## src/rtl/instr_fetch_unit_pkg.sv

```systemverilog
// Shared definitions for the fetch stage, decoder and immediate generator:
// fetch FSM encoding, PC defaults and RV32I major opcodes.
package instr_fetch_unit_pkg;

  typedef enum logic [1:0] {
    ST_IDLE  = 2'd0,
    ST_FETCH = 2'd1,
    ST_FLUSH = 2'd2,
    ST_VALID = 2'd3
  } fetch_state_e;

  localparam logic [31:0] DEF_RESET_VECTOR = 32'h0000_0000;
  localparam logic [31:0] DEF_PC_STEP      = 32'd4;

  localparam logic [6:0] OPC_LOAD   = 7'b000_0011;
  localparam logic [6:0] OPC_STORE  = 7'b010_0011;
  localparam logic [6:0] OPC_JAL    = 7'b110_1111;
  localparam logic [6:0] OPC_JALR   = 7'b110_0111;
  localparam logic [6:0] OPC_LUI    = 7'b011_0111;
  localparam logic [6:0] OPC_AUIPC  = 7'b001_0111;
  localparam logic [6:0] OPC_BRANCH = 7'b110_0011;
  localparam logic [6:0] OPC_OP_IMM = 7'b001_0011;

  // Force a byte address onto a word boundary.
  function automatic logic [31:0] align_pc(input logic [31:0] addr);
    return {addr[31:2], 2'b00};
  endfunction

endpackage

```

## src/rtl/instr_fetch_unit.sv

```systemverilog
// Fetch stage: PC, single outstanding req/ack read, and a one-entry output
// register feeding decode. Redirects during an outstanding read are deferred.
module instr_fetch_unit
  import instr_fetch_unit_pkg::*;
#(
  parameter logic [31:0] RESET_VECTOR = DEF_RESET_VECTOR,
  parameter logic [31:0] PC_STEP      = DEF_PC_STEP
) (
  input  logic        clk,
  input  logic        rst,
  output logic        mem_req_o,
  output logic [31:0] mem_addr_o,
  input  logic        mem_ack_i,
  input  logic [31:0] mem_rdata_i,
  input  logic        stall_i,
  input  logic        redirect_i,
  input  logic [31:0] redirect_pc_i,
  output logic [31:0] instr_o,
  output logic [31:0] pc_o,
  output logic        instr_valid_o
);

  fetch_state_e state_r;
  logic [31:0]  pc_r;
  logic [31:0]  pend_r;
  logic [31:0]  instr_r;
  logic [31:0]  pc_out_r;
  logic         req_r;
  logic         valid_r;
  logic [31:0]  target_s;

  assign target_s = align_pc(redirect_pc_i);

  // Fetch FSM with PC, pending redirect target and output registers.
  always_ff @(posedge clk) begin
    if (rst) begin
      state_r  <= ST_IDLE;
      pc_r     <= RESET_VECTOR;
      pend_r   <= 32'h0000_0000;
      instr_r  <= 32'h0000_0000;
      pc_out_r <= RESET_VECTOR;
      req_r    <= 1'b0;
      valid_r  <= 1'b0;
    end else begin
      case (state_r)
        ST_IDLE: begin
          state_r <= ST_FETCH;
          req_r   <= 1'b1;
        end
        ST_FETCH: begin
          if (mem_ack_i && redirect_i) begin
            pc_r <= target_s;
          end else if (mem_ack_i) begin
            instr_r  <= mem_rdata_i;
            pc_out_r <= pc_r;
            state_r  <= ST_VALID;
            req_r    <= 1'b0;
            valid_r  <= 1'b1;
          end else if (redirect_i) begin
            // The request stays on the bus; its data is dropped in FLUSH.
            pend_r  <= target_s;
            state_r <= ST_FLUSH;
          end else begin
            state_r <= ST_FETCH;
          end
        end
        ST_FLUSH: begin
          if (mem_ack_i) begin
            pc_r    <= redirect_i ? target_s : pend_r;
            state_r <= ST_FETCH;
          end else if (redirect_i) begin
            pend_r <= target_s;
          end else begin
            state_r <= ST_FLUSH;
          end
        end
        ST_VALID: begin
          if (redirect_i) begin
            pc_r    <= target_s;
            state_r <= ST_FETCH;
            req_r   <= 1'b1;
            valid_r <= 1'b0;
          end else if (!stall_i) begin
            pc_r    <= pc_r + PC_STEP;
            state_r <= ST_FETCH;
            req_r   <= 1'b1;
            valid_r <= 1'b0;
          end else begin
            state_r <= ST_VALID;
          end
        end
        default: begin
          state_r <= ST_IDLE;
          req_r   <= 1'b0;
          valid_r <= 1'b0;
        end
      endcase
    end
  end

  assign mem_req_o     = req_r;
  assign mem_addr_o    = pc_r;
  assign instr_o       = instr_r;
  assign pc_o          = pc_out_r;
  assign instr_valid_o = valid_r;

endmodule

```

## config.mk

```make
export PLATFORM = sky130hd
export DESIGN_NAME = instr_fetch_unit
export DESIGN_NICKNAME = d
export VERILOG_FILES = /design/src/rtl/instr_fetch_unit_pkg.sv /design/src/rtl/instr_fetch_unit.sv
export SDC_FILE = /design/constraint.sdc
export NUM_CORES = 1
export LEC_CHECK = 0
export CAP_MARGIN = 25
export CORE_UTILIZATION = 48
export DETAILED_ROUTE_END_ITERATION = 7
export GPL_ROUTABILITY_DRIVEN = 1
export HOLD_SLACK_MARGIN = 0.12
export PLACE_DENSITY = 0.79
export SLEW_MARGIN = 20
export SYNTH_ARGS = -nofsm -noshare
export SYNTH_HDL_FRONTEND = slang
export SYNTH_SLANG_ARGS = --single-unit
```

## constraint.sdc

```tcl
create_clock -name clk -period 2.4 [get_ports clk]
set_input_delay 0.24 -clock clk [delete_from_list [all_inputs] [get_ports clk]]
set_output_delay 0.24 -clock clk [all_outputs]
set_load 0.03 [all_outputs]
```

Word level (Yosys, flattened, before mapping)
Index checks and enable logic that the tools add are counted.
{ "totals": {"regBits": 132, "out_inout_bits": 98} }
{ "classes": {"addsub": 1, "n_eq_ne": 9, "muxes": 27, "bitwise": 1, "reduce_logical": 12} }
{ "ops": {"columns": ["operator", "n"], "rows": [
  ["$mux W32", 7],
  ["$pmux W32 S3", 1],
  ["$pmux W32 S2", 1],
  ["$add A32 B3 Y32 const B", 1],
  ["$mux W2", 7],
  ["$reduce_and A4 Y1", 3],
  ["$mux W1", 8],
  ["$ne A2 B2 Y1 const B", 4],
  ["$pmux W2 S4", 1],
  ["$ne A3 B3 Y1 const B", 2],
  ["$reduce_bool A3 Y1", 2],
  ["$eq A2 B2 Y1 const B", 2],
  ["$reduce_and A2 Y1", 2],
  ["$reduce_bool A2 Y1", 2],
  ["$pmux W1 S3", 1],
  ["$reduce_and A3 Y1", 1],
  ["$eq A2 B1 Y1 const B", 1],
  ["$logic_not A2 Y1", 1],
  ["$pmux W1 S2", 1],
  ["$logic_and A1 B1 Y1", 1],
  ["$not A1 Y1", 1]
]} }

Longest topological paths before layout
{ "logic_depth": {"depth_word": 4, "ltp_mapped": 9} }

Least setup slack after synthesis
No wires, ideal clock.
{ "synth_path": {"path_type": "flip-flop to flip-flop", "startpoint": "register pc_r[3], in the netlist mem_addr_o[3]", "endpoint": "register pc_r[30], in the netlist mem_addr_o[30]", "setup_ns": 0.073, "arrival_time_ns": 2.043, "required_ns": 2.327, "path_slack_ns": 0.284, "path_stages_with_launch": 7, "path_buffers": 0, "synth_period_minus_slack_ns": 2.116, "path_cell_list": "dfxtp_1 -> ha_1 -> nand3_1 -> nor3_4 -> nand4_4 -> or4_4 -> o211ai_2"} }
{ "synth_between": {"elab_chain_cells": 4} }
{ "synth_rtl": {"columns": ["element", "line", "rtl"], "rows": [
  ["start, declared", "instr_fetch_unit.sv:24", "logic [31:0] pc_r;"],
  ["start signal, assigned", "instr_fetch_unit.sv:52", "pc_r <= target_s;"],
  ["start signal, assigned", "instr_fetch_unit.sv:69", "pc_r <= redirect_i ? target_s : pend_r;"],
  ["start signal, assigned", "instr_fetch_unit.sv:79", "pc_r <= target_s;"],
  ["$add A32 B3 Y32", "instr_fetch_unit.sv:84", "pc_r <= pc_r + PC_STEP;"],
  ["$mux W32", "instr_fetch_unit.sv:83", "end else if (!stall_i) begin"],
  ["$mux W32", "instr_fetch_unit.sv:78", "if (redirect_i) begin"],
  ["$pmux W32 S3", "instr_fetch_unit.sv:45", "case (state_r)"]
]} }
Every way passes these cells. The select of a mux whose other input is x is not followed.
A chain may end at the register's enable or synchronous reset.

Final worst setup path
{ "layout_path": {"startpoint": "register state_r[0]", "endpoint": "register pc_r[18], in the netlist mem_addr_o[18]"} }
{ "layout_between": {"elab_chain_cells": 3} }
{ "layout_rtl": {"columns": ["element", "line", "rtl"], "rows": [
  ["start, declared", "instr_fetch_unit.sv:23", "fetch_state_e state_r;"],
  ["start signal, assigned", "instr_fetch_unit.sv:37", "state_r <= ST_IDLE;"],
  ["start signal, assigned", "instr_fetch_unit.sv:47", "state_r <= ST_FETCH;"],
  ["start signal, assigned", "instr_fetch_unit.sv:56", "state_r <= ST_VALID;"],
  ["$eq A2 B2 Y1 / $eq A2 B1 Y1 (equally long branches)", "instr_fetch_unit.sv:45", null],
  ["$ne A3 B3 Y1 (no source line) (tied with other cells)", null, null],
  ["$reduce_and A4 Y1 (no source line)", null, null]
]} }
Several ways; a longest one is shown, not always the timed one.

==> impl_results.rst <==
.. list-table::
   :header-rows: 1

   * - Metric
     - Value
   * - Number of inserted diodes
     - 0
   * - DIE AREA
     - approximately 13000 sq um
   * - Number of non-filler instances in the completed layout
     - between 1000 and 1500
   * - Vias per std cell
     - around 5.7
   * - Worst-path cell with the longest stage delay
     - sky130_fd_sc_hd__dfxtp_1
   * - Crit path required time
     - around 2800 ps
   * - Count of yosys warnings during synthesis
     - 0
   * - RSZ-0062 raised after global routing
     - no
   * - Path type of the worst setup path
     - reg2reg
   * - Clock latency at the later pin of the worst-skew pair
     - 410 ps
   * - Worst Clk Skew
     - 9.285 ps
   * - Core Rows
     - 39
   * - Post-detailed-routing wire length
     - 17500 microns
   * - Share of final-layout standard cells stronger than drive strength 1
     - 9.719%
   * - Clock tree buffer depth
     - 2
   * - Max-slew violation count
     - 0
   * - Count of placed standard cells including taps
     - 1037
   * - H-tree levels
     - 4
   * - Max Clock Freq
     - 0.4477 GHz
   * - Share of the cycle needed by the critical path after routing
     - between 90 and 100%
   * - Async set-reset flop share out of synthesis
     - 0%
   * - Hold buffer count at CTS
     - 0
   * - Number of buffers added for setup after CTS
     - 0
   * - Area of all placed cells without fillers
     - 8354 sq um
   * - Final hold violation count
     - 0
   * - Share of Yosys cell area claimed by the top area cell type
     - 45.08%
   * - Commonest register cell after synthesis
     - sky130_fd_sc_hd__dfxtp_1
   * - Top library cells by usage in the layout, fill and taps aside
     - sky130_fd_sc_hd__nand2_1, sky130_fd_sc_hd__clkdlybuf4s50_1, sky130_fd_sc_hd__dfxtp_1, sky130_fd_sc_hd__a21oi_1, sky130_fd_sc_hd__buf_4
   * - Leading cell type in the layout, fill and taps excluded
     - sky130_fd_sc_hd__nand2_1
   * - WHS
     - roughly 340 ps
   * - Min Clock Period, post-route
     - about 2200 ps
   * - Count of cell types in the netlist
     - between 60 and 70
   * - Largest net degree at the start of global routing
     - 80
   * - Met3 WL post-DR
     - 1305 microns
   * - Reg clk slew, reported paths
     - about 60 ps
   * - Count of unresolved DRC violations after routing
     - 0
   * - Number of instances in the synthesized netlist
     - around 750
   * - Number of register bits inferred by synthesis
     - 132
   * - PortBufs
     - 164
   * - Syn_nets
     - approximately 800
   * - Power density over the cells
     - 743.7 nW/um^2
   * - Tightest Pin Transition
     - 814.1 ps
   * - Final setup slack of the worst path
     - 166.2 ps
   * - Antenna-violating nets left
     - 0
   * - Remaining max-slew budget at the tightest pin
     - 45.73%
   * - Placement-stage cell area
     - between 7000 and 8000 sq um
   * - I/O pin total
     - 167
   * - Tot GR Track Use
     - 27.92%
   * - Gp weighted congestion
     - 0.8903
   * - Outcome
     - complete, no violations
   * - Initial antenna violation count
     - 0
   * - Die height
     - 112.5 microns
   * - Residual overflow from global routing
     - 0
   * - Number of synthesized flops with an enable pin
     - 0
   * - Number of buffers created by CTS
     - 17
   * - Seq/Total Area, Yosys
     - approximately 45%
   * - Amount of wire on met2 after detailed routing
     - 8015 microns
   * - Synth top area cells
     - sky130_fd_sc_hd__dfxtp_1, sky130_fd_sc_hd__nand2_1, sky130_fd_sc_hd__a21oi_1
   * - Nature of the critical path endpoint
     - register
   * - Core area
     - 11660 sq um
   * - Starting DRC count in detailed routing
     - 629
   * - Largest stage delay, worst path
     - 400 ps
   * - CTS tree
     - yes
   * - TritonCTS sink count
     - 132
   * - Via count of the first global-routing pass
     - 5580
   * - Cell at the root of the clock tree
     - sky130_fd_sc_hd__clkbuf_16
   * - Cells resized by post-CTS repair
     - 0
   * - Horiz. Die Dim
     - approximately 110 microns
   * - CP cell instances
     - ha_1 -> nor2b_1 -> nand4_1 -> buf_4 -> nor3_1 -> a221o_1 -> a32o_1
   * - Average wire per standard cell
     - 16.37 microns
   * - Number of endpoints failing setup at the final stage
     - 0
   * - First-pass iteration count of the detailed router
     - 7
   * - Top routing layer used
     - met4
   * - Fin nets
     - just under 1000
   * - Class of the worst hold path
     - in2reg
   * - Total vias in the final route
     - 6126
   * - Wire length on met1
     - around 7800 microns
   * - Leakage power figure
     - 3.021 nW
   * - Summed instance area of the synthesized netlist
     - roughly 5900 sq um
   * - Fill cell instance count of the final layout
     - 893
   * - Mean cell area of the mapped netlist
     - roughly 8 sq um
   * - HPWL reported at the end of detailed placement
     - 12530 microns
   * - Synth area leader
     - sky130_fd_sc_hd__dfxtp_1
   * - Startpoint Class
     - register
   * - Area growth, synth to finish
     - 42.52%
   * - Data arrival time of the worst path
     - 2580 ps
   * - Setup slack at placement
     - 202.0 ps
   * - Global-route wire length before repair
     - 28170 microns
   * - Largest vdd supply drop
     - 399.0 uV
   * - Max_cap viols
     - 0
   * - Starting density of the core
     - 50.26%
   * - Worst-path fanout max
     - 7
   * - Setup TNS
     - 0 ps
[cell usage after synthesis, types with 5 or more instances]
master	instances
sky130_fd_sc_hd__and3_1	6
sky130_fd_sc_hd__nand2b_1	7
sky130_fd_sc_hd__o21a_1	6
sky130_fd_sc_hd__a22o_1	8
sky130_fd_sc_hd__nor3_1	19
sky130_fd_sc_hd__o32ai_1	5
sky130_fd_sc_hd__clkbuf_1	37
sky130_fd_sc_hd__buf_2	8
sky130_fd_sc_hd__inv_1	9
sky130_fd_sc_hd__o21ai_0	15
sky130_fd_sc_hd__a22oi_1	19
sky130_fd_sc_hd__nand3_1	20
sky130_fd_sc_hd__dfxtp_1	132
sky130_fd_sc_hd__a21oi_1	118
sky130_fd_sc_hd__ha_1	5
sky130_fd_sc_hd__nand4_1	6
sky130_fd_sc_hd__nand2_1	209
sky130_fd_sc_hd__nor2_1	25
sky130_fd_sc_hd__o31ai_1	5
sky130_fd_sc_hd__buf_1	6
[kinds of logic (layout without fill, tap and decap cells)]
logic type      count (synthesis)  count (layout)  share of synthesized area, %
mux                             4               4                        0.6831
compound gates                219             219                         23.35
buf+inv                        68             248                         5.058
flops                         132             132                         45.08
simple gates                  317             317                         24.61
fa+ha+maj                       5               5                         1.067
xor+xnor                        1               1                        0.1494
[critical path: cells and delay by family, from the launching register on]
kind,cells,cell delay (ps)
AOI/OAI and AO/OA,2,350
adders and majority gates,1,360
buffers and inverters,1,210
DFF,1,400
and+or+nand+nor,3,840
[layout make-up]
type                       instances  area, sq um  share of cell area [%]
tap                              143        178.9                   2.142
inverter                          10        37.54                  0.4493
clock buffer                      19        442.9                   5.302
sequential                       132         2643                   31.63
multi-input combinational        546         2935                   35.14
clock inverter                    13        125.1                   1.498
timing repair buffer             206         1992                   23.84
[path summary, 6_finish.rpt]
path / slack [ps] / from / endpoint / cells after the start
max: 170 / state_r[0]$_SDFFE_PP0P_ / mem_addr_o[18]$_SDFFE_PP0P_ / 7
min: 340 / rst / mem_addr_o[15]$_SDFFE_PP0P_ / 3
max reg2reg: 170 / state_r[0]$_SDFFE_PP0P_ / mem_addr_o[18]$_SDFFE_PP0P_ / 7
min reg2reg: 450 / pc_o[10]$_SDFFE_PP0P_ / pc_o[10]$_SDFFE_PP0P_ / 2
[sequential cells by signal, summed over array words and instances, names as in the netlist]
signal and cells:
instr_o 32, instr_valid_o 1, mem_addr_o 32, mem_req_o 1
pc_o 32, pend_r 32, state_r 2
[metrics by stage]
step / utilization (%) / power [mW]
6_report: 71.63 / 6.213
5_1_grt: 71.63 / 6.471
4_1_cts: 71.60 / 6.238
3_5_place_dp: 66.73 / 3.777
3_3_place_gp: 66.73 / 3.744
2_1_floorplan: - / 3.205
[per-layer routing]
metal	GRT usage (%)	up-vias
met1	38.03	2818
met3	4.266	33
met5	0	-
met2	44.60	320
li1	-	2955
met4	10.84	0
[power breakdown]
part / internal, mW / switching, mW
combinational: 0.544 / 0.716
clock: 1.46 / 1.00
sequential: 2.33 / 0.160
total: 4.34 / 1.88
No activity file was read; power rests on OpenSTA's default activity.
